==> src/rtl/rect_motion_ctl_if.sv <==
// rect_motion_ctl_if: pointer/blank inputs and rectangle position outputs of rect_motion_ctl.
interface rect_motion_ctl_if;
    logic        vblnk_in;
    logic        mouse_left;
    logic [11:0] mouse_xpos;
    logic [11:0] mouse_ypos;
    logic [11:0] xpos;
    logic [11:0] ypos;
    logic        moving;
    modport master (output vblnk_in, mouse_left, mouse_xpos, mouse_ypos, input xpos, ypos, moving);
    modport slave (input vblnk_in, mouse_left, mouse_xpos, mouse_ypos, output xpos, ypos, moving);
endinterface

==> src/rtl/rect_motion_ctl.sv <==
// rect_motion_ctl: mouse-placed rectangle that drops under gravity once per frame.
// Define RECT_MOTION_CTL_BOUNCE_EN to bounce at the floor; otherwise every impact comes to rest.
module rect_motion_ctl #(
    parameter int VISIBLE_WIDTH  = 800,
    parameter int VISIBLE_HEIGHT = 600,
    parameter int RECT_WIDTH     = 48,
    parameter int RECT_HEIGHT    = 64,
    parameter int GRAVITY        = 1,
    parameter int VMAX           = 31,
    parameter int BOUNCE_SHIFT   = 1
) (
    input logic             clk,
    input logic             rst,
    rect_motion_ctl_if.slave bus
);
    typedef enum logic [1:0] {IDLE, FALL, RISE, REST} state_t;
    localparam logic [11:0] FLOOR = 12'(VISIBLE_HEIGHT - RECT_HEIGHT);
    localparam logic [11:0] XMAX  = 12'(VISIBLE_WIDTH - RECT_WIDTH);
    localparam logic [6:0]  G     = 7'(GRAVITY);
    localparam logic [6:0]  VLIM  = 7'(VMAX);
`ifdef RECT_MOTION_CTL_BOUNCE_EN
    localparam logic BOUNCE = 1'b1;
`else
    localparam logic BOUNCE = 1'b0;
`endif
    state_t      state;
    logic [5:0]  vel;
    logic        vblnk_q, left_q, armed;
    logic        tick, click;
    logic [11:0] cap_x, cap_y, rise_y;
    logic [6:0]  vsum;
    logic [5:0]  v, bounce_v, rise_v;
    logic [12:0] fall_y;
    // armed stays low for the first cycle after reset so a level held through reset is not an edge
    assign tick     = bus.vblnk_in & ~vblnk_q & armed;
    assign click    = bus.mouse_left & ~left_q & armed;
    assign cap_x    = bus.mouse_xpos > XMAX ? XMAX : bus.mouse_xpos;
    assign cap_y    = bus.mouse_ypos > FLOOR ? FLOOR : bus.mouse_ypos;
    assign vsum     = {1'b0, vel} + G;
    assign v        = vsum > VLIM ? VLIM[5:0] : vsum[5:0];
    assign fall_y   = {1'b0, bus.ypos} + 13'(v);
    assign bounce_v = BOUNCE ? v >> BOUNCE_SHIFT : 6'd0;
    assign rise_y   = bus.ypos > 12'(vel) ? bus.ypos - 12'(vel) : 12'd0;
    assign rise_v   = {1'b0, vel} > G ? vel - G[5:0] : 6'd0;
    always_ff @(posedge clk) begin
        if (rst) begin
            state      <= IDLE;
            bus.xpos   <= '0;
            bus.ypos   <= '0;
            vel        <= '0;
            bus.moving <= 1'b0;
            vblnk_q    <= 1'b0;
            left_q     <= 1'b0;
            armed      <= 1'b0;
        end else begin
            vblnk_q <= bus.vblnk_in;
            left_q  <= bus.mouse_left;
            armed   <= 1'b1;
            case (state)
                IDLE: begin
                    if (click || tick) begin
                        bus.xpos <= cap_x;
                        bus.ypos <= cap_y;
                    end
                    if (click) begin
                        vel        <= '0;
                        state      <= FALL;
                        bus.moving <= 1'b1;
                    end
                end
                FALL: begin
                    if (tick && fall_y < {1'b0, FLOOR}) begin
                        bus.ypos <= fall_y[11:0];
                        vel      <= v;
                    end else if (tick) begin
                        bus.ypos   <= FLOOR;
                        vel        <= bounce_v;
                        state      <= bounce_v != 0 ? RISE : REST;
                        bus.moving <= bounce_v != 0;
                    end
                end
                RISE: begin
                    if (tick) begin
                        bus.ypos <= rise_y;
                        vel      <= rise_v;
                        state    <= rise_v == 0 ? FALL : RISE;
                    end
                end
                REST: begin
                    if (click) state <= IDLE;
                end
                default: state <= IDLE;
            endcase
        end
    end
endmodule

==> src/flat_wrapper.sv <==
// flat-port wrapper written by rule: the top's interface ports become plain ports
module rect_motion_ctl_flat 
#(
    parameter int VISIBLE_WIDTH  = 800,
    parameter int VISIBLE_HEIGHT = 600,
    parameter int RECT_WIDTH     = 48,
    parameter int RECT_HEIGHT    = 64,
    parameter int GRAVITY        = 1,
    parameter int VMAX           = 31,
    parameter int BOUNCE_SHIFT   = 1
)
  (clk, rst, bus_vblnk_in, bus_mouse_left, bus_mouse_xpos, bus_mouse_ypos, bus_xpos, bus_ypos, bus_moving);
  rect_motion_ctl_if bus_i ();
  input logic clk;
  input logic rst;
  input wire logic [$bits(bus_i.vblnk_in)-1:0] bus_vblnk_in;
  input wire logic [$bits(bus_i.mouse_left)-1:0] bus_mouse_left;
  input wire logic [$bits(bus_i.mouse_xpos)-1:0] bus_mouse_xpos;
  input wire logic [$bits(bus_i.mouse_ypos)-1:0] bus_mouse_ypos;
  output wire logic [$bits(bus_i.xpos)-1:0] bus_xpos;
  output wire logic [$bits(bus_i.ypos)-1:0] bus_ypos;
  output wire logic [$bits(bus_i.moving)-1:0] bus_moving;
  assign bus_i.vblnk_in = bus_vblnk_in;
  assign bus_i.mouse_left = bus_mouse_left;
  assign bus_i.mouse_xpos = bus_mouse_xpos;
  assign bus_i.mouse_ypos = bus_mouse_ypos;
  assign bus_xpos = bus_i.xpos;
  assign bus_ypos = bus_i.ypos;
  assign bus_moving = bus_i.moving;
  rect_motion_ctl #(.VISIBLE_WIDTH(VISIBLE_WIDTH), .VISIBLE_HEIGHT(VISIBLE_HEIGHT), .RECT_WIDTH(RECT_WIDTH), .RECT_HEIGHT(RECT_HEIGHT), .GRAVITY(GRAVITY), .VMAX(VMAX), .BOUNCE_SHIFT(BOUNCE_SHIFT)) u_core (.clk(clk), .rst(rst), .bus(bus_i));
endmodule
==> config.mk <==
export PLATFORM = sky130hd
export DESIGN_NAME = rect_motion_ctl_flat
export DESIGN_NICKNAME = d
export VERILOG_FILES = /design/src/rtl/rect_motion_ctl_if.sv /design/src/rtl/rect_motion_ctl.sv /design/src/flat_wrapper.sv
export SDC_FILE = /design/constraint.sdc
export NUM_CORES = 1
export LEC_CHECK = 0
export CAP_MARGIN = 20
export CORE_AREA = 4 4 82 84
export DETAILED_ROUTE_END_ITERATION = 10
export DIE_AREA = 0 0 86 88
export GPL_TIMING_DRIVEN = 0
export HOLD_SLACK_MARGIN = 0.12
export PLACE_DENSITY = 0.8
export SKIP_LAST_GASP = 1
export SLEW_MARGIN = 20
export SYNTH_ARGS = -nofsm -noshare
export SYNTH_HDL_FRONTEND = slang
export SYNTH_SLANG_ARGS = --single-unit
==> constraint.sdc <==
create_clock -name clk -period 4.8 [get_ports clk]
set_input_delay 0.96 -clock clk [delete_from_list [all_inputs] [get_ports clk]]
set_output_delay 0.96 -clock clk [all_outputs]
set_load 0.05 [all_outputs]
==> key figures <==
Status
  – Status: completed

Synthesis
  – Commonest register cell after synthesis: dfxtp_1
  – Yosys top cell by area: dfxtp_1
  – FFs w/ async S/R, synth: 0%
  – Number of synthesized flops with an enable pin: 0
  – Post-synthesis average cell area: about 7.7 sq um
  – Synth area leaders: dfxtp_1, ha_1, nand2_1, a21oi_1, nor2_1
  – Yosys warning count: 0
  – Post-Synthesis Cells: around 420
  – Synth Register Bits: 36
  – Cell variety after synth: 77
  – Syn_nets: 468
  – Synth top area share: a little under a quarter
  – Sequential area share after synthesis: a little under a quarter
  – Mapped cell area: roughly 3200 sq um

Final layout
  – Fill count: about 550
  – Synth-to-Final Area Change: 23.4%
  – # diodes: 0
  – Share of post-route cells with drive strength above 1: 8.13%
  – Final Non-Filler Cells: 555
  – Most frequent cells in the layout: clkdlybuf4s50_1, nand2_1, dfxtp_1
  – Leading cell type in the layout, fill and taps excluded: clkdlybuf4s50_1
  – Layout net count: 530

Clocking
  – Clock sink count: 36
  – Clock Latency Late Sink: approximately 0.29 ns
  – TritonCTS buffer count: 5
  – Clk buf depth: 2
  – Clk slew on worst S/H paths: ~0.090 ns
  – H-tree depth: 2
  – CTS tree: yes
  – Root Buffer: clkbuf_8

Timing
  – Achievable frequency: roughly 0.22 GHz
  – Final Hold Viols: 0
  – Final worst slack: about 0.24 ns
  – Fin crit period: around 4.6 ns
  – Clk_skew: around 0.011 ns
  – Part of the cycle the worst path needs: about 95%
  – RSZ-0062 raised after global routing: no
  – Pins over their slew limit: 0
  – Rel. slew slack: roughly two fifths
  – Final setup viols: 0
  – Worst Tran Pin Value: between 0.9 and 1 ns

Routing
  – Wire per inst: approximately 18 microns
  – Vias post-DR: roughly 3.6k
  – Drt pass-1 iters: 5
  – Count of antenna-violating nets left after detailed routing: 0
  – Number of DRC markers in iteration 0: roughly 260
  – Number of vias per cell: 6.46
  – Drt total wl: just under 10,000 microns
  – DRC: 0

Flow run
  – Max_cap viols: 0

Placed design
  – PortBufs: 52
  – Pre-CTS setup slack: -0.359 ns
  – Placed Cells: ~540
  – Gp weighted congestion: around 0.92
  – Post-DP HPWL: ~7600 microns

Critical path
  – WP buf/inv: 3
  – Setup crit end kind: flip-flop
  – CP delay by family, top: compound AO/OA/AOI/OAI gates
  – Slowest-stage cell, CP: dfxtp_1
  – Startpoint Class: flip-flop
  – Worst R2R Path Depth: 18
  – Slowest stage delay, CP: approximately 0.48 ns
  – R2R setup slack: 0.24 ns
  – Worst-path cell chain: inv_1, ha_1, nor2b_1, nand4_1, o211ai_1, o311ai_1, nand2_1, ha_1, fa_1, a21o_1, a21oi_1, o211ai_1, o311ai_1, o41ai_4, buf_4, buf_4, a221o_1, a32o_1
  – Crit path kind: flip-flop to flip-flop
  – Critical Path RT: 4.99 ns
  – Peak fanout along the critical path: 8
  – WP depth: 18
  – Critical Path AT: around 4.8 ns

Die
  – Die area: ~7600 sq um
  – CORE AREA: about 6000 sq um
  – Die height: ~88 microns
  – # IOs: 53
  – Die X: between 80 and 90 microns
  – FP Rows: 28
  – Initial Util: 53.9%

Power
  – VDD IR-drop max: approximately 0.32 mV
  – P_leak: about 1.4 nW
  – Total power: roughly 2.0 mW
  – Pwr dens: about 500 nW/um^2

Worst hold path
  – Hold Path Depth: 2
  – Hold Crit Class: flip-flop to flip-flop

Global routing
  – First-pass GRT wire length: 16,700 microns
  – Vias in the first global route: approximately 3.5k
  – Total grt overflow: 0
  – Largest net degree at the start of global routing: 14
  – Total GRT Usage: a little over a quarter
  – Antenna violations before repair: 0
==> final timing paths <==
check / start / to
min: u_core.bus.xpos[8] / u_core.bus.xpos[8]
max reg2reg: u_core.vel[1] / u_core.state[1]
max: u_core.vel[1] / u_core.state[1]
min reg2reg: u_core.bus.xpos[8] / u_core.bus.xpos[8]
==> state kept, by name (all words and copies together) (netlist names) <==
register	cells
u_core.bus.xpos	12
u_core.bus.ypos	12
u_core.vel	6
u_core.state	2
u_core.armed	1
u_core.bus.moving	1
u_core.left_q	1
u_core.vblnk_q	1
==> worst register-to-register path: cells and delay by family (launching register included) <==
kind / cells / cell delay, ns
AO/OA/AOI/OAI: 9 / 1.97
adder cells (fa/ha/maj): 3 / 1.11
flip-flops: 1 / 0.48
AND/OR/NAND/NOR: 3 / 0.42
buffers and inverters: 3 / 0.48
==> what timing repair did <==
item | CTS | global route
hold buffers | 0 | 0
resized for setup | 2 | 2
setup endpoints to repair | 14 | 13
pin swaps | 1 | 0
buffers inserted | 3 | 0
==> cell families (layout without fill, tap and decap cells) <==
group | after synthesis | count (layout) | synth area share (%)
xor gates and xnor gates | 11 | 11 | 3.02
DFF | 36 | 36 | 22.6
and+or+nand+nor | 156 | 156 | 25.6
buffers and inverters | 44 | 107 | 5.76
adders and majority gates | 23 | 23 | 9.48
AOI/OAI and AO/OA | 145 | 145 | 33.2
muxes | 1 | 1 | 0.313
other | 1 | 1 | 0.117
==> metal layers <==
layer / up-vias / global-route usage, % / share of wire (%)
met4: 0 / 10.4 / 2.9
li1: 1715 / - / -
met1: 1658 / 34.8 / 42
met3: 26 / 8.84 / 10
met2: 188 / 43.6 / 45
met5: - / 0 / 0
==> layout make-up <==
cell class	instances	area, sq um	area share, %
inverters	23	86.3	2.19
multi-input cells	337	2300	58.5
well taps	75	93.8	2.38
plain buffers	21	97.6	2.48
clock inverters	3	23.8	0.603
repair buffers	55	543	13.8
flip-flops and latches	36	722	18.3
clock buffers	5	68.8	1.75
==> report_power, final <==
part | internal (mW) | leakage (nW) | switching (mW) | total [mW]
clock | 0.103 | 0.0404 | 0.126 | 0.229
sequential | 0.354 | 0.295 | 0.0701 | 0.424
combinational | 0.479 | 1.08 | 0.852 | 1.33
==> cells in the mapped netlist (4+ instances only) <==
library cell	count
a21o_1	5
nand4_1	10
a211oi_1	10
nor2_1	34
a22oi_1	4
o21ai_0	23
a221oi_2	4
nor4_1	5
o21a_1	5
o211ai_1	9
nand3_1	15
nand2_1	38
and3_1	5
nor3_1	13
a31oi_1	9
nor2b_1	7
a21oi_1	28
clkbuf_1	14
inv_1	20
dfxtp_1	36
xnor2_1	8
ha_1	21
==> metrics by stage <==
step                cell area (sq um)  util [%]  hold WS, ns  TNS, ns
finish                           3940      66.5        0.454        0
global route                     3940      66.5        0.491        0
CTS                              3930      66.4        0.454        0
detailed placement               3810      64.4        0.445    -3.64
global placement                 3810      64.3        0.447    -3.87
floorplan                        3190         -        0.503        0
Power figures use the tool's default switching activity.
